[config.mk]
export PLATFORM = sky130hd
export DESIGN_NAME = priority_decoder_accum_flat
export DESIGN_NICKNAME = d
export VERILOG_FILES = /design/src/rtl/priority_decoder_accum_if.sv /design/src/rtl/priority_decoder_accum.sv /design/src/flat_wrapper.sv
export SDC_FILE = /design/constraint.sdc
export NUM_CORES = 1
export LEC_CHECK = 0
export ABC_AREA = 1
export CAP_MARGIN = 25
export CELL_PAD_IN_SITES_DETAIL_PLACEMENT = 0
export CELL_PAD_IN_SITES_GLOBAL_PLACEMENT = 2
export CORE_MARGIN = 4
export CORE_UTILIZATION = 30
export DETAILED_ROUTE_END_ITERATION = 7
export MAX_ROUTING_LAYER = met4
export PLACE_DENSITY = 0.86
export SKIP_CTS_REPAIR_TIMING = 1
export SLEW_MARGIN = 20
export SYNTH_ARGS = -nofsm -noshare
export SYNTH_HDL_FRONTEND = slang
export SYNTH_SLANG_ARGS = --single-unit
[constraint.sdc]
create_clock -name clk -period 1.7 [get_ports clk]
set_input_delay 0.34 -clock clk [delete_from_list [all_inputs] [get_ports clk]]
set_output_delay 0.34 -clock clk [all_outputs]
set_load 0.01 [all_outputs]
[src/rtl/priority_decoder_accum_if.sv]
// Beat-in / word-out handshake bundle for priority_decoder_accum.
// master = upstream/consumer side (testbench), slave = the decoder block.
interface priority_decoder_accum_if #(
  parameter int WIDTH = 8
);
  localparam int IDX_W = $clog2(WIDTH);

  logic             in_valid;
  logic             in_ready;
  logic [IDX_W-1:0] in_idx;
  logic             in_zero;
  logic             in_last;
  logic             out_valid;
  logic             out_ready;
  logic [WIDTH-1:0] out_data;
  logic [IDX_W:0]   out_count;
  logic             out_err;

  modport master (
    output in_valid, in_idx, in_zero, in_last, out_ready,
    input  in_ready, out_valid, out_data, out_count, out_err
  );

  modport slave (
    input  in_valid, in_idx, in_zero, in_last, out_ready,
    output in_ready, out_valid, out_data, out_count, out_err
  );
endinterface

[src/rtl/priority_decoder_accum.sv]
// Rebuilds a WIDTH-bit word from a stream of set-bit indices (highest first).
// Optional ordering/duplicate checking is enabled by defining ORDER_CHECK_EN.
module priority_decoder_accum #(
  parameter int WIDTH = 8
) (
  input logic                    clk,
  input logic                    rst,
  priority_decoder_accum_if.slave bus
);
  localparam int IDX_W = $clog2(WIDTH);
  localparam logic [WIDTH-1:0] ONE     = WIDTH'(1);
  localparam logic [IDX_W:0]   CNT_MAX = (IDX_W+1)'(WIDTH);
  localparam logic [IDX_W:0]   CNT_ONE = (IDX_W+1)'(1);

  typedef enum logic {ACCUM, HOLD} state_e;

  state_e           state_q, state_d;
  logic [WIDTH-1:0] acc_q, acc_d, acc_nx;
  logic [IDX_W:0]   cnt_q, cnt_d, cnt_nx;
  logic [WIDTH-1:0] out_data_q, out_data_d;
  logic [IDX_W:0]   out_count_q, out_count_d;
  logic             accept;

  assign bus.in_ready  = (state_q == ACCUM);
  assign bus.out_valid = (state_q == HOLD);
  assign bus.out_data  = out_data_q;
  assign bus.out_count = out_count_q;
  assign accept        = bus.in_valid && (state_q == ACCUM);

  always_comb begin
    // NOTE: every signal written here gets a default first, so no latch is inferred.
    state_d     = state_q;
    acc_d       = acc_q;
    cnt_d       = cnt_q;
    out_data_d  = out_data_q;
    out_count_d = out_count_q;
    acc_nx      = acc_q;
    cnt_nx      = cnt_q;
    if (!bus.in_zero) begin
      acc_nx = acc_q | (ONE << bus.in_idx);
      cnt_nx = (cnt_q == CNT_MAX) ? CNT_MAX : cnt_q + CNT_ONE;
    end
    case (state_q)
      ACCUM: begin
        if (accept) begin
          if (bus.in_last) begin
            out_data_d  = acc_nx;
            out_count_d = cnt_nx;
            acc_d       = '0;
            cnt_d       = '0;
            state_d     = HOLD;
          end else begin
            acc_d = acc_nx;
            cnt_d = cnt_nx;
          end
        end
      end
      HOLD: begin
        if (bus.out_ready) state_d = ACCUM;
      end
    endcase
  end

  // NOTE: sequential state uses non-blocking assignments so all flops update together.
  always_ff @(posedge clk or posedge rst) begin
    if (rst) begin
      state_q     <= ACCUM;
      acc_q       <= '0;
      cnt_q       <= '0;
      out_data_q  <= '0;
      out_count_q <= '0;
    end else begin
      state_q     <= state_d;
      acc_q       <= acc_d;
      cnt_q       <= cnt_d;
      out_data_q  <= out_data_d;
      out_count_q <= out_count_d;
    end
  end

`ifdef ORDER_CHECK_EN
  logic [IDX_W-1:0] prev_q, prev_d;
  logic             has_idx_q, has_idx_d;
  logic             err_q, err_d, err_nx;
  logic             out_err_q, out_err_d;

  // Indices must strictly descend; empty beats are legal only as a lone last beat.
  always_comb begin
    err_nx = err_q;
    if (bus.in_zero) begin
      if (!bus.in_last || has_idx_q) err_nx = 1'b1;
    end else if (has_idx_q && (bus.in_idx >= prev_q)) begin
      err_nx = 1'b1;
    end
    prev_d    = prev_q;
    has_idx_d = has_idx_q;
    err_d     = err_q;
    out_err_d = out_err_q;
    if (accept) begin
      if (bus.in_last) begin
        prev_d    = '0;
        has_idx_d = 1'b0;
        err_d     = 1'b0;
        out_err_d = err_nx;
      end else begin
        err_d = err_nx;
        if (!bus.in_zero) begin
          prev_d    = bus.in_idx;
          has_idx_d = 1'b1;
        end
      end
    end
  end

  always_ff @(posedge clk or posedge rst) begin
    if (rst) begin
      prev_q    <= '0;
      has_idx_q <= 1'b0;
      err_q     <= 1'b0;
      out_err_q <= 1'b0;
    end else begin
      prev_q    <= prev_d;
      has_idx_q <= has_idx_d;
      err_q     <= err_d;
      out_err_q <= out_err_d;
    end
  end

  assign bus.out_err = out_err_q;
`else
  assign bus.out_err = 1'b0;
`endif
endmodule

[src/flat_wrapper.sv]
// flat-port wrapper written by rule: the top's interface ports become plain ports
module priority_decoder_accum_flat 
#(
  parameter int WIDTH = 8
)
  (clk, rst, bus_in_valid, bus_in_idx, bus_in_zero, bus_in_last, bus_out_ready, bus_in_ready, bus_out_valid, bus_out_data, bus_out_count, bus_out_err);
  priority_decoder_accum_if #(.WIDTH(WIDTH)) bus_i ();
  input logic clk;
  input logic rst;
  input wire logic [$bits(bus_i.in_valid)-1:0] bus_in_valid;
  input wire logic [$bits(bus_i.in_idx)-1:0] bus_in_idx;
  input wire logic [$bits(bus_i.in_zero)-1:0] bus_in_zero;
  input wire logic [$bits(bus_i.in_last)-1:0] bus_in_last;
  input wire logic [$bits(bus_i.out_ready)-1:0] bus_out_ready;
  output wire logic [$bits(bus_i.in_ready)-1:0] bus_in_ready;
  output wire logic [$bits(bus_i.out_valid)-1:0] bus_out_valid;
  output wire logic [$bits(bus_i.out_data)-1:0] bus_out_data;
  output wire logic [$bits(bus_i.out_count)-1:0] bus_out_count;
  output wire logic [$bits(bus_i.out_err)-1:0] bus_out_err;
  assign bus_i.in_valid = bus_in_valid;
  assign bus_i.in_idx = bus_in_idx;
  assign bus_i.in_zero = bus_in_zero;
  assign bus_i.in_last = bus_in_last;
  assign bus_i.out_ready = bus_out_ready;
  assign bus_in_ready = bus_i.in_ready;
  assign bus_out_valid = bus_i.out_valid;
  assign bus_out_data = bus_i.out_data;
  assign bus_out_count = bus_i.out_count;
  assign bus_out_err = bus_i.out_err;
  priority_decoder_accum #(.WIDTH(WIDTH)) u_core (.clk(clk), .rst(rst), .bus(bus_i));
endmodule
==> impl_metrics.py, run 1 <==
metrics = {
    "final_layout": {
        "final_common_cell": "nand2_1",
        "layout-drive-gt1-share_pct": 11.7,
        "fillers": 392,
        "multi_input_comb_area_um2": 468,
        "regArea_um2": 626,
        "syn2layout_area_growth_pct": 23.0,
        "final_cell_mix": "nand2_1, dfrtp_1, clkdlybuf4s50_1",
        "nNetsFinal": 175,
        "instances_no_fill": 211,
        "antenna_cells": 0,
    },
    "grt": {
        "antenna_found_initial": 0,
        "grt_pass1_vias": 916,
        "grt_pass1_wl_um": 4200,
        "grtUsageTotal_pct": 10.2,
        "grt_start_max_net_pins": 32,
        "overflow": 0,
    },
    "timing": {
        "max_freq_ghz": 0.615,
        "setup_viol": 0,
        "final.setup.tns_ns": 0,
        "skew_ns": 0.00245,
        "rsz0062_at_grt": "no",
        "finalCritPeriodShare_pct": 95.6,
        "period_minus_slack_ns": 1.63,
        "worst_slack_ns": 0.0744,
        "maxSlewViolCount": 0,
        "hold_violations": 0,
    },
    "placed_design": {
        "place_ws_ns": 0.107,
        "hpwlAfterDp_um": 1780,
        "io_buffer_count": 22,
        "gp_congestion": 0.804,
        "dp.cells": 207,
    },
    "route": {
        "drt_first_iter_violations": 33,
        "drcViolationCount": 0,
        "ant_nets": 0,
        "dr_wl_met3_um": 92,
        "highest_layer": "met4",
        "routed-wl-met2_um": 1040,
        "wl_per_cell_um": 11.1,
        "wl_met1_um": 1200,
        "via_count": 934,
        "drt_first_pass_iters": 4,
        "viasPerCell": 4.43,
        "drt-total-wl_um": 2350,
    },
    "die": {
        "start_util_pct": 32.1,
        "core_um2": 3800,
        "fp.dieH_um": 71.8,
        "dieArea_um2": 5150,
        "die_x_um": 71.8,
        "ios": 24,
        "rows": 22,
    },
    "outcome": {
        "status": "complete, no violations",
    },
    "critical_path": {
        "reg2regPathDepth": 4,
        "reg2reg_from": "u_core.cnt_q[0]",
        "cp.depth": 2,
        "slowest_delay_ns": 0.53,
        "critPathBufInv": 2,
        "path_class": "flop to output port",
        "r2r_slack_ns": 0.36,
        "critical_path.max_fanout": 3,
        "cp.arrival_ns": 1.29,
        "worstPathRequired_ns": 1.36,
        "crit_end": "bus_in_ready",
        "crit_slowest_cell": "clkdlybuf4s50_1",
        "start_kind": "flop",
        "cp-end-kind": "output port",
        "cp_cell_sequence": "inv_2 > clkdlybuf4s50_1",
        "crit_family": "buffers and inverters",
        "rr_endpoint": "u_core.cnt_q[1]",
        "crit_path_start": "u_core.bus.out_valid",
    },
    "clocking": {
        "clkSlewWorstSetupHoldPaths_ns": 0.09,
        "root_buffer": "clkbuf_8",
        "cts_tree": "done",
        "clk-insertion-delay-late_ns": 0.27,
        "cts.sinks": 25,
        "h-tree-depth": 1,
        "cts_buffers": 3,
        "cts_buffer_depth": 2,
    },
    "yosys": {
        "syn_nets": 151,
        "synth.distinct_cells": 21,
        "yosysWarningCount": 0,
        "synth_area_per_cell_um2": 8.71,
        "synth-seq-cells": 25,
        "seq_area_frac_synth_pct": 51.3,
        "synth_cells": 140,
        "synth_area_um2": 1220,
    },
    "power_and_ir_drop": {
        "power_mw": 1.33,
        "p_leak_nw": 0.719,
        "peakVddDrop_mv": 0.374,
        "power.density_nw_per_um2": 890,
    },
    "worst_hold_path": {
        "hold_path.class": "primary input to asynchronous set/reset pin",
    },
    "flow_run": {
        "maxCapViolations": 0,
    },
}
## metal layers
metal  global-route usage (%)  up-vias
met1                     13.9      434
met5                        -        -
met4                     2.51        0
li1                         -      484
met2                     15.7       14
met3                     1.82        2
## kinds of logic after synthesis
logic type / share of synthesized area, %
xor+xnor: 0.718
compound gates: 14.4
buf+inv: 10.4
flops: 51.3
other cells: 0.307
simple gates: 20.9
fa+ha+maj: 2.05
## worst register-to-register path: cells and delay by family (launching register included)
kind | cells | cell delay, ns
flops | 1 | 0.44
compound gates | 2 | 0.42
fa+ha+maj | 1 | 0.29
buf+inv | 1 | 0.07
## layout make-up
type | count | area share [%]
Clock inverter | 1 | 0.500
Timing Repair Buffer | 24 | 15.7
Tap cell | 48 | 4.00
Clock buffer | 3 | 2.75
Multi-Input combinational cell | 94 | 31.2
Inverter | 16 | 4.17
Sequential cell | 25 | 41.7
## sequential cells by signal, indices dropped and copies added, names as in the netlist
register and flops:
u_core.acc_q 8, u_core.bus.out_data 8, u_core.bus.out_count 4, u_core.cnt_q 4
u_core.bus.out_valid 1
## stage by stage
step                      util, %  hold WS (ns)  area (um2)
final                        39.5         0.422        1500
after CTS                    39.5         0.434        1500
after floorplan                 -         0.367        1220
after detailed placement     38.2         0.470        1450
after global placement       38.2         0.471        1450
after global routing         39.5         0.454        1500
## Yosys cell counts, drive strengths merged
master,number,area (um2)
nand2,36,143
dfrtp,25,626
buf,4,50.1
a21oi,6,30.0
inv,16,62.6
nand3,2,10.0
o21ai,21,139
o22ai,1,6.26
nand4,2,12.5
ha,2,25.0
clkbuf,1,13.8
xnor2,1,8.76
conb,1,3.75
nor2,22,90.1
## how the worst min path moves through the flow
| stage | startpoint | endpoint | slack, ns | cells past startpoint |
|---|---|---|---|---|
| after floorplan | rst | u_core.acc_q[0] | 0.37 | 1 |
| after global placement | u_core.bus.out_count[2] | u_core.bus.out_count[2] | 0.47 | 2 |
| after detailed placement | u_core.bus.out_count[2] | u_core.bus.out_count[2] | 0.47 | 2 |
| after CTS | rst | u_core.bus.out_data[3] | 0.43 | 3 |
| after global routing | rst | u_core.bus.out_data[3] | 0.45 | 3 |
| final | rst | u_core.bus.out_data[3] | 0.42 | 3 |
## where the power goes
| part | internal (mW) | switching, mW | total, mW |
|---|---|---|---|
| Sequential | 0.645 | 0.0346 | 0.679 |
| Combinational | 0.141 | 0.154 | 0.295 |
| Clock | 0.166 | 0.194 | 0.360 |
| Total | 0.952 | 0.383 | 1.33 |
Note: power is estimated with default switching activity, not from simulation.
==> run 2, diff against run 1 <==
- ABC_AREA: 1 -> 0
- CORE_UTILIZATION: 30 -> 31
- PLACE_DENSITY: 0.86 -> 0.85
==> run 2 against run 1 <==
  * Critical path type unchanged
  * Critical endpoint unchanged
  * Combinational power up 24%
  * Clock-buffer cell count stayed put
  * Sequential power rose by 7.8%
  * Design area rose by 3.3%
  * Non-clock buffer count is 3 higher
  * Via count decreased by 1.6%
  * Hold slack worse by 0.0054 ns
  * Sequential share of layout area down 1.3 points
  * Total power rose by 9.1%
==> impl_metrics.py, run 2 <==
metrics = {
    "critical_path": {
        "critical_path.max_fanout": 3,
        "start_kind": "flop",
        "crit_slowest_cell": "clkdlybuf4s50_1",
        "cp-end-kind": "output port",
        "path_class": "flop to output port",
        "rr_endpoint": "u_core.bus.out_count[1]",
        "r2r_slack_ns": 0.32,
        "cp_cell_sequence": "inv_1 > clkdlybuf4s50_1",
        "slowest_delay_ns": 0.52,
        "cp.arrival_ns": 1.27,
        "reg2regPathDepth": 5,
        "worstPathRequired_ns": 1.36,
        "reg2reg_from": "u_core.cnt_q[0]",
    },
    "yosys": {
        "synth.area.top_cells": "dfrtp_1, a21oi_1, o21ai_0",
        "ys.flop_type": "dfrtp_1",
        "synth_top_cell_area_share_pct": 51.5,
        "synth.distinct_cells": 31,
        "synth_area_per_cell_um2": 10.3,
        "synth_edf_count": 0,
        "ys_top_cells_by_count": "dfrtp_1, a21oi_1, nor2_1, nand2_1, o21ai_0",
        "yosysWarningCount": 0,
        "syn_nets": 129,
        "seq_area_frac_synth_pct": 51.5,
        "yosysMostFrequentCell": "dfrtp_1",
        "async_flop_share_pct": 100,
        "synth_area_um2": 1210,
        "synth_top_area_cell": "dfrtp_1",
        "synth_cells": 118,
        "synth-seq-cells": 25,
    },
    "power_and_ir_drop": {
        "p_leak_nw": 0.703,
        "power_mw": 1.46,
        "peakVddDrop_mv": 0.309,
        "power.density_nw_per_um2": 939,
    },
    "timing": {
        "setup_viol": 0,
        "rsz0062_at_grt": "no",
        "maxSlewViolCount": 0,
        "period_minus_slack_ns": 1.61,
        "finalCritPeriodShare_pct": 94.8,
        "hold_violations": 0,
        "skew_ns": 0.00255,
        "max_freq_ghz": 0.621,
    },
    "final_layout": {
        "fillers": 378,
        "antenna_cells": 0,
        "regArea_um2": 627,
        "layout-drive-gt1-share_pct": 12.5,
        "final_common_cell": "dfrtp_1",
        "final_cell_mix": "dfrtp_1, clkdlybuf4s50_1, a21oi_1",
        "nNetsFinal": 156,
        "fin_util_pct": 41.7,
        "stdcell_area_um2": 1550,
        "multi_input_comb_area_um2": 526,
        "syn2layout_area_growth_pct": 27.6,
    },
    "route": {
        "drt_first_iter_violations": 42,
        "ant_nets": 0,
        "drcViolationCount": 0,
        "via_count": 919,
        "drt-total-wl_um": 2470,
        "drt_first_pass_iters": 4,
        "wl_per_cell_um": 12.9,
        "viasPerCell": 4.79,
    },
    "grt": {
        "overflow": 0,
        "met1_usage_pct": 16.0,
        "grt_start_max_net_pins": 26,
        "gr-usage-met3_pct": 1.85,
        "grt_pass1_vias": 932,
        "global_route.usage.met2_pct": 16.0,
        "grtUsageTotal_pct": 11.2,
        "grt_pass1_wl_um": 4480,
        "grt-busiest-layer": "met2",
        "antenna_found_initial": 0,
    },
    "die": {
        "rows": 22,
        "die_x_um": 70.6,
        "dieArea_um2": 4980,
        "ios": 24,
        "core_um2": 3720,
        "fp.dieH_um": 70.6,
        "start_util_pct": 32.7,
    },
    "flow_run": {
        "maxCapViolations": 0,
    },
    "clocking": {
        "cts_buffer_depth": 2,
        "cts_tree": "done",
        "cts.sinks": 25,
        "root_buffer": "clkbuf_8",
        "h-tree-depth": 1,
        "clk-insertion-delay-late_ns": 0.27,
        "clkSlewWorstSetupHoldPaths_ns": 0.09,
        "cts_buffers": 3,
    },
    "placed_design": {
        "io_buffer_count": 22,
        "gp_congestion": 0.839,
        "hpwlAfterDp_um": 1850,
        "placed_cell_area_um2": 1490,
    },
    "worst_hold_path": {
        "hold_path.class": "primary input to asynchronous set/reset pin",
    },
    "outcome": {
        "status": "complete, no violations",
    },
}
-- run 2: worst max path at each step --
stage / startpoint / endpoint / slack [ns] / cells past startpoint
after floorplan: u_core.cnt_q[0] / u_core.cnt_q[1] / 0.42 / 4
after global placement: bus_in_last / u_core.acc_q[3] / 0.07 / 4
after detailed placement: bus_in_last / u_core.bus.out_data[6] / 0.07 / 5
after CTS: u_core.bus.out_valid / bus_in_ready / -0.02 / 2
after global routing: u_core.bus.out_valid / bus_in_ready / 0.03 / 2
final: u_core.bus.out_valid / bus_in_ready / 0.09 / 2
-- run 2: report_power, final --
part | total (mW) | internal, mW | switching [mW]
Sequential | 0.732 | 0.675 | 0.0572
Clock | 0.357 | 0.166 | 0.191
Combinational | 0.367 | 0.199 | 0.169
-- run 2: layout make-up --
cell class | count | area share [%]
clock inverter | 1 | 0.484
tap | 48 | 3.87
sequential | 25 | 40.4
clock buffer | 3 | 2.66
timing repair buffer | 27 | 17.4
inverter | 5 | 1.21
multi-input combinational | 83 | 33.9
-- run 2: stage by stage --
stage | cells | hold WS (ns) | setup WS [ns] | TNS, ns
2_1_floorplan | 118 | 0.367 | 0.417 | 0
4_1_cts | 191 | 0.427 | -0.0184 | -0.0196
3_3_place_gp | 187 | 0.462 | 0.0703 | 0
6_report | 192 | 0.416 | 0.0887 | 0
5_1_grt | 192 | 0.468 | 0.0348 | 0
3_5_place_dp | 187 | 0.471 | 0.0717 | 0
-- run 2: kinds of logic (layout without fill, tap and decap cells) --
family	Yosys count	count (layout)	share of synthesized area, %
compound gates	39	39	18.5
xor+xnor	1	1	0.721
fa+ha+maj	2	2	2.06
buf+inv	10	36	5.25
flops	25	25	51.5
other cells	1	1	0.309
simple gates	40	40	21.6
-- run 2: metal layers --
| metal | up-vias | routed length (um) |
|---|---|---|
| li1 | 456 | - |
| met1 | 436 | 1210 |
| met2 | 23 | 1090 |
| met3 | 4 | 129 |
| met4 | 0 | 38 |
| met5 | - | 0 |
-- run 2: worst max-delay path, delay by kind of cell, from the launching register on --
kind / cells / cell delay, ns
buffers and inverters: 2 / 0.58
DFF: 1 / 0.42
